<file path="config.mk">
export PLATFORM = sky130hd
export DESIGN_NAME = oled_frame_scheduler
export DESIGN_NICKNAME = d
export VERILOG_FILES = /design/src/rtl/oled_frame_scheduler.sv
export SDC_FILE = /design/constraint.sdc
export NUM_CORES = 1
export LEC_CHECK = 0
export ABC_AREA = 1
export CAP_MARGIN = 15
export CORE_MARGIN = 1.5
export CORE_UTILIZATION = 48
export CTS_BUF_LIST = sky130_fd_sc_hd__clkbuf_2 sky130_fd_sc_hd__clkbuf_4 sky130_fd_sc_hd__clkbuf_8
export CTS_CLUSTER_DIAMETER = 40
export DETAILED_ROUTE_END_ITERATION = 6
export PLACE_DENSITY = 0.88
export SLEW_MARGIN = 10
export SYNTH_ARGS = -nofsm -noshare
export SYNTH_HDL_FRONTEND = slang
export SYNTH_SLANG_ARGS = --single-unit
export TNS_END_PERCENT = 30
</file>
<file path="constraint.sdc">
create_clock -name clk -period 2.9 [get_ports clk]
set_input_delay 0.58 -clock clk [delete_from_list [all_inputs] [get_ports clk]]
set_output_delay 0.58 -clock clk [all_outputs]
set_load 0.005 [all_outputs]
</file>
<file path="src/rtl/oled_frame_scheduler.sv">
// Frame-aligned owner arbitration of the 96x64 OLED pixel stream between N scene sources.
// Optional macro OLED_SCHED_BLANK_EN inserts one black frame on every owner-to-owner handover.
module oled_frame_scheduler #(
    parameter int unsigned N           = 4,
    parameter int unsigned HOLD_FRAMES = 8,
    parameter logic [15:0] BG_COLOUR   = 16'h0000
) (
    input  logic              clk,
    input  logic              reset,
    input  logic              frame_begin,
    input  logic              sample_pixel,
    input  logic [12:0]       pixel_index,
    input  logic [N-1:0]      req,
    input  logic [16*N-1:0]   src_colour,
    output logic [N-1:0]      grant,
    output logic [6:0]        x,
    output logic [5:0]        y,
    output logic [15:0]       frame_cnt,
    output logic              switch_pulse,
    output logic              sync_err,
    output logic [15:0]       oled_colour
);

    localparam int unsigned   IW       = (N > 1) ? $clog2(N) : 1;
    localparam logic [7:0]    HOLD_LIM = 8'(HOLD_FRAMES - 1);
    localparam logic [IW-1:0] LAST_RST = IW'(N - 1);

`ifdef OLED_SCHED_BLANK_EN
    typedef enum logic [1:0] {IDLE, OWN, BLANK} state_t;
`else
    typedef enum logic [1:0] {IDLE, OWN} state_t;
`endif

    state_t        state_q, state_d;
    logic [IW-1:0] owner_q, owner_d;
    logic [IW-1:0] last_owner_q, last_owner_d;
    logic [7:0]    hold_cnt_q, hold_cnt_d;
    logic [N-1:0]  grant_q, grant_d;
    logic [N-1:0]  grant_dly_q;
    logic          switch_pulse_q, switch_pulse_d;
    logic [6:0]    x_q, x_d;
    logic [5:0]    y_q, y_d;
    logic [15:0]   frame_cnt_q, frame_cnt_d;
    logic          sync_err_q, sync_err_d;

    logic          rr_found;
    logic [IW-1:0] rr_pick;
    logic [IW-1:0] cand;
    logic          take;
    logic [12:0]   pos_expect;

    // Round-robin search upward from last_owner+1; the current owner is skipped while it holds
    // the display so that "another request pending" never selects the owner itself.
    always_comb begin
        rr_found = 1'b0;
        rr_pick  = '0;
        cand     = '0;
        for (int unsigned i = 1; i <= N; i++) begin
            cand = IW'((32'(last_owner_q) + i) % N);
            if (!rr_found && req[cand] && !(state_q == OWN && cand == owner_q)) begin
                rr_found = 1'b1;
                rr_pick  = cand;
            end
        end
    end

    always_comb begin
        state_d      = state_q;
        owner_d      = owner_q;
        last_owner_d = last_owner_q;
        hold_cnt_d   = hold_cnt_q;
        take         = 1'b0;
        if (frame_begin) begin
            case (state_q)
                IDLE: take = rr_found;
                OWN: begin
                    if (!req[owner_q]) begin
                        take = rr_found;
                        if (!rr_found) state_d = IDLE;
                    end else if (hold_cnt_q >= HOLD_LIM && rr_found) begin
                        take = 1'b1;
                    end else if (hold_cnt_q != 8'hFF) begin
                        hold_cnt_d = hold_cnt_q + 8'd1;
                    end
                end
`ifdef OLED_SCHED_BLANK_EN
                BLANK: begin
                    take = rr_found;
                    if (!rr_found) state_d = IDLE;
                end
`endif
                default: state_d = IDLE;
            endcase

            if (take) begin
                hold_cnt_d = '0;
`ifdef OLED_SCHED_BLANK_EN
                // Owner-to-owner handover parks in BLANK; the winner is re-arbitrated next frame.
                if (state_q == OWN) begin
                    state_d = BLANK;
                end else begin
                    state_d      = OWN;
                    owner_d      = rr_pick;
                    last_owner_d = rr_pick;
                end
`else
                state_d      = OWN;
                owner_d      = rr_pick;
                last_owner_d = rr_pick;
`endif
            end
        end

        grant_d = '0;
        if (state_d == OWN) grant_d[owner_d] = 1'b1;
        switch_pulse_d = (grant_q != grant_dly_q);
    end

    always_comb begin
        x_d         = x_q;
        y_d         = y_q;
        frame_cnt_d = frame_cnt_q;
        sync_err_d  = sync_err_q;
        pos_expect  = {7'd0, y_q} * 13'd96 + {6'd0, x_q};
        if (frame_begin) begin
            x_d         = '0;
            y_d         = '0;
            frame_cnt_d = frame_cnt_q + 16'd1;
        end else if (sample_pixel) begin
            if (pixel_index != pos_expect) sync_err_d = 1'b1;
            if (x_q == 7'd95) begin
                x_d = '0;
                y_d = (y_q == 6'd63) ? 6'd0 : y_q + 6'd1;
            end else begin
                x_d = x_q + 7'd1;
            end
        end
    end

    always_ff @(posedge clk or posedge reset) begin
        if (reset) begin
            state_q        <= IDLE;
            owner_q        <= '0;
            last_owner_q   <= LAST_RST;
            hold_cnt_q     <= '0;
            grant_q        <= '0;
            grant_dly_q    <= '0;
            switch_pulse_q <= 1'b0;
            x_q            <= '0;
            y_q            <= '0;
            frame_cnt_q    <= '0;
            sync_err_q     <= 1'b0;
        end else begin
            state_q        <= state_d;
            owner_q        <= owner_d;
            last_owner_q   <= last_owner_d;
            hold_cnt_q     <= hold_cnt_d;
            grant_q        <= grant_d;
            grant_dly_q    <= grant_q;
            switch_pulse_q <= switch_pulse_d;
            x_q            <= x_d;
            y_q            <= y_d;
            frame_cnt_q    <= frame_cnt_d;
            sync_err_q     <= sync_err_d;
        end
    end

    always_comb begin
        oled_colour = BG_COLOUR;
        case (state_q)
            OWN: oled_colour = src_colour[{owner_q, 4'b0000} +: 16];
`ifdef OLED_SCHED_BLANK_EN
            BLANK: oled_colour = '0;
`endif
            default: oled_colour = BG_COLOUR;
        endcase
    end

    assign grant        = grant_q;
    assign x            = x_q;
    assign y            = y_q;
    assign frame_cnt    = frame_cnt_q;
    assign switch_pulse = switch_pulse_q;
    assign sync_err     = sync_err_q;

endmodule

</file>
==> summary.md <==
| Metric | Value |
|---|---|
| Required @ worst endpoint | `between 2 and 2.5 ns` |
| First-pass GRT wire length | `17,100 µm` |
| Ports | `approximately 140` |
| Total Power | `4.04 mW` |
| Post-CTS Hold Fix Bufs | `0` |
| Cell area after synthesis | `4020 µm²` |
| Wire length per cell | `12.8 µm` |
| Worst-Margin Slew | `0.795 ns` |
| Register share of total power | `27.7%` |
| Startpoint types | `flip-flop` |
| Post-Layout Cell Count | `811` |
| Htree depth | `2` |
| Period utilization | `92.8%` |
| Sum Neg Setup Slack | `0 ns` |
| Sw frac | `45.0%` |
| Mapped Nets | `669` |
| Final Hold Viols | `0` |
| Bufs on Longest Clock Path | `2` |
| Crit. Startpoint | `owner_q[0]$_DFF_PP0_` |
| Vias in the first global route | `approximately 4,000` |
| Crit path capture type | `primary output` |
| Site Rows | `33` |
| Tot GR Track Use | `a little under a quarter` |
| Internal Pwr Total | `2.22 mW` |
| Clock slew at reported path FFs | `0.09 ns` |
| Max Clk Rate | `372 MHz` |
| Prevailing post-synth register cell | `dfrtp_1` |
| Hold Path Class | `flip-flop to flip-flop` |
| Sequential cell area fraction in the yosys report | `around a third` |
| Skew final | `approximately 0.003 ns` |
| Final instance area | `5570 µm²` |
| Top-count cell post-synth | `nand2_1` |
| Initial DRC count | `183` |
| Share of cells above drive strength 1 | `8.64%` |
| Layout Nets | `803` |
| Clk network pwr share | `10.9%` |
| CP max FO | `17` |
| Mean Syn Cell Area | `7.04 µm²` |
| Post-Synthesis Cells | `571` |
| Sequential Area | `1330 µm²` |
| TritonCTS clock tree | `yes` |
| Multi-input logic area | `2330 µm²` |
| Combinational cell fraction of total power | `61.4%` |
| Worst Path Arrival | `2.11 ns` |
| PwrDens | `726 nW/µm²` |
| RSZ-0062 raised after global routing | `false` |
| Post-DP HPWL | `around 8400 µm` |
| Yosys top cell area share | `a little under a third` |
| Final WL | `10,400 µm` |
| Yosys cell types | `45` |
| # port buffers | `135` |
| EDFF count, synth | `0` |
| Core area | `about 8000 µm²` |
| Cell at the root of the clock tree | `clkbuf_8` |
| Drt first pass iters | `5` |
| Worst R2R Start | `y[0]$_DFFE_PP0P_` |
| Max-slew violation count | `0` |
| Crit path kind | `flip-flop to primary output` |
| Post-route ant nets | `0` |
| Later-pin clock latency in the skew report | `0.30 ns` |
| Slew margin rel. | `46.9%` |
| Switching Power | `1.82 mW` |
| DR vias/cell | `5.18` |
| Most area-consuming cells after synthesis | `dfrtp_1 32%, nand2_1 10%, nor2_1 9.2%` |
| Dpl cell area | `5470 µm²` |
| Final setup viols | `0` |
| Worst R2R End | `sync_err$_DFFE_PP0P_` |
| Synth Register Bits | `53` |
| Static Leak | `roughly 2.6 nW` |
| # placed instances | `between 800 and 900` |
| Most instantiated cells after synthesis | `109 x nand2_1, 99 x nor2_1, 62 x inv_1` |
| Vias post-DR | `~4,200` |
| Min Tclk post-route | `about 2.7 ns` |
| Max-Cap Viols | `0` |
| Worst Reg-to-Reg Cells | `12` |
| Die ar. | `8940 µm²` |
| Area Growth Syn to Fin | `38.5%` |
| Register-to-register setup slack | `0.44 ns` |
| Initial Util | `49.2%` |
| Clock sink count | `53` |
| Die height | `about 95 µm` |
| Largest area contributor in the netlist | `dfrtp_1` |
| Largest net degree at the start of global routing | `41` |
| FFs w/ async S/R, synth | `100%` |
| Filler cells | `647` |
| Status | `completed` |
| Post-route DRC violation count | `0` |
| Initial antenna violation count | `0` |
| Routability cong. | `about 0.94` |
| GR Overflow Total | `0` |
| Die Width | `94.5 µm` |
| Peak supply drop | `0.000457 V` |
| Antenna diodes | `0` |
| Total CTS buffers | `5` |
| Critical Path Sink | `oled_colour[4]` |
| Syn. warnings | `0` |
| Layout Utilization | `68.1%` |
sequential cells by signal, summed over array words and instances, names as in the netlist:
name	cells
grant_dly_q	4
y	6
sync_err	1
frame_cnt	16
hold_cnt_q	8
state_q	2
x	7
owner_q	2
switch_pulse	1
last_owner_q	2
grant	4
cells by family (layout without fill, tap and decap cells):
| group | after synthesis | count (layout) | share of synthesized area, % |
|---|---|---|---|
| adders and majority gates | 13 | 13 | 4.42 |
| AOI/OAI and AO/OA | 88 | 88 | 12.1 |
| DFF | 53 | 53 | 33.0 |
| and+or+nand+nor | 294 | 294 | 33.2 |
| xor gates and xnor gates | 38 | 38 | 8.28 |
| buffers and inverters | 85 | 220 | 8.99 |
routing by layer:
metal	vias up	wire [µm]	global-route usage, %
met5	-	0	0
met4	0	111	5.97
li1	2107	-	-
met2	163	5260	44.2
met1	1914	4240	27.0
met3	13	745	4.51
how the worst min path moves through the flow:
stage / startpoint / endpoint / cells after the start
after CTS: grant[3]$_DFF_PP0_ / grant_dly_q[3]$_DFF_PP0_ / 0
after detailed placement: grant[3]$_DFF_PP0_ / grant_dly_q[3]$_DFF_PP0_ / 0
after global placement: grant[3]$_DFF_PP0_ / grant_dly_q[3]$_DFF_PP0_ / 0
after floorplan: grant[0]$_DFF_PP0_ / grant_dly_q[0]$_DFF_PP0_ / 0
after global routing: grant[3]$_DFF_PP0_ / grant_dly_q[3]$_DFF_PP0_ / 0
final: grant[3]$_DFF_PP0_ / grant_dly_q[3]$_DFF_PP0_ / 0
metrics by stage:
| stage | hold slack (ns) | setup slack, ns |
|---|---|---|
| final | 0.426 | 0.210 |
| after floorplan | 0.413 | 0.721 |
| after detailed placement | 0.414 | 0.184 |
| after global routing | 0.446 | 0.122 |
| after global placement | 0.402 | 0.187 |
| after CTS | 0.434 | 0.0178 |
power by group through the flow:
stage	registers, mW	clock network, mW	logic [mW]
2_1_floorplan	1.03	0	1.68
3_3_place_gp	1.12	0	2.40
3_5_place_dp	1.13	0	2.47
4_1_cts	1.12	0.455	2.49
5_1_grt	1.15	0.485	2.77
6_report	1.12	0.442	2.48
what timing repair did:
action                                  4_1_cts  5_1_grt
endpoints found under the hold margin         0        0
gates resized for setup                       0        2
endpoints found under the setup margin        0        9
buffers inserted                              0        0
placed cells by master, fill, tap and decap left out, drive strengths merged, types with 11 or more instances in the layout:
cell	synthesis	final
a21oi	28	28
clkdlybuf4s50	0	135
dfrtp	51	51
ha	11	11
inv	70	70
nand2	126	126
nand3	33	33
nand4	11	11
nor2	102	102
nor3	13	13
o21ai	54	54
xnor2	15	15
xor2	23	23
layout make-up:
| class | instances | area share, % |
|---|---|---|
| clock buffers | 7 | 1.73 |
| clock inverters | 1 | 0.0899 |
| inverters | 70 | 4.85 |
| multi-input cells | 433 | 41.9 |
| flip-flops and latches | 53 | 23.9 |
| well taps | 105 | 2.36 |
| repair buffers | 142 | 25.2 |
worst max-delay path: stages, from the launching register on:
cell             delay, ns
dfrtp_2               0.53
buf_4                 0.26
nor2_1                0.07
nor2_1                0.08
o21ai_0               0.08
a21oi_1               0.24
clkdlybuf4s50_1       0.55
No activity file was read; power rests on OpenSTA's default activity.
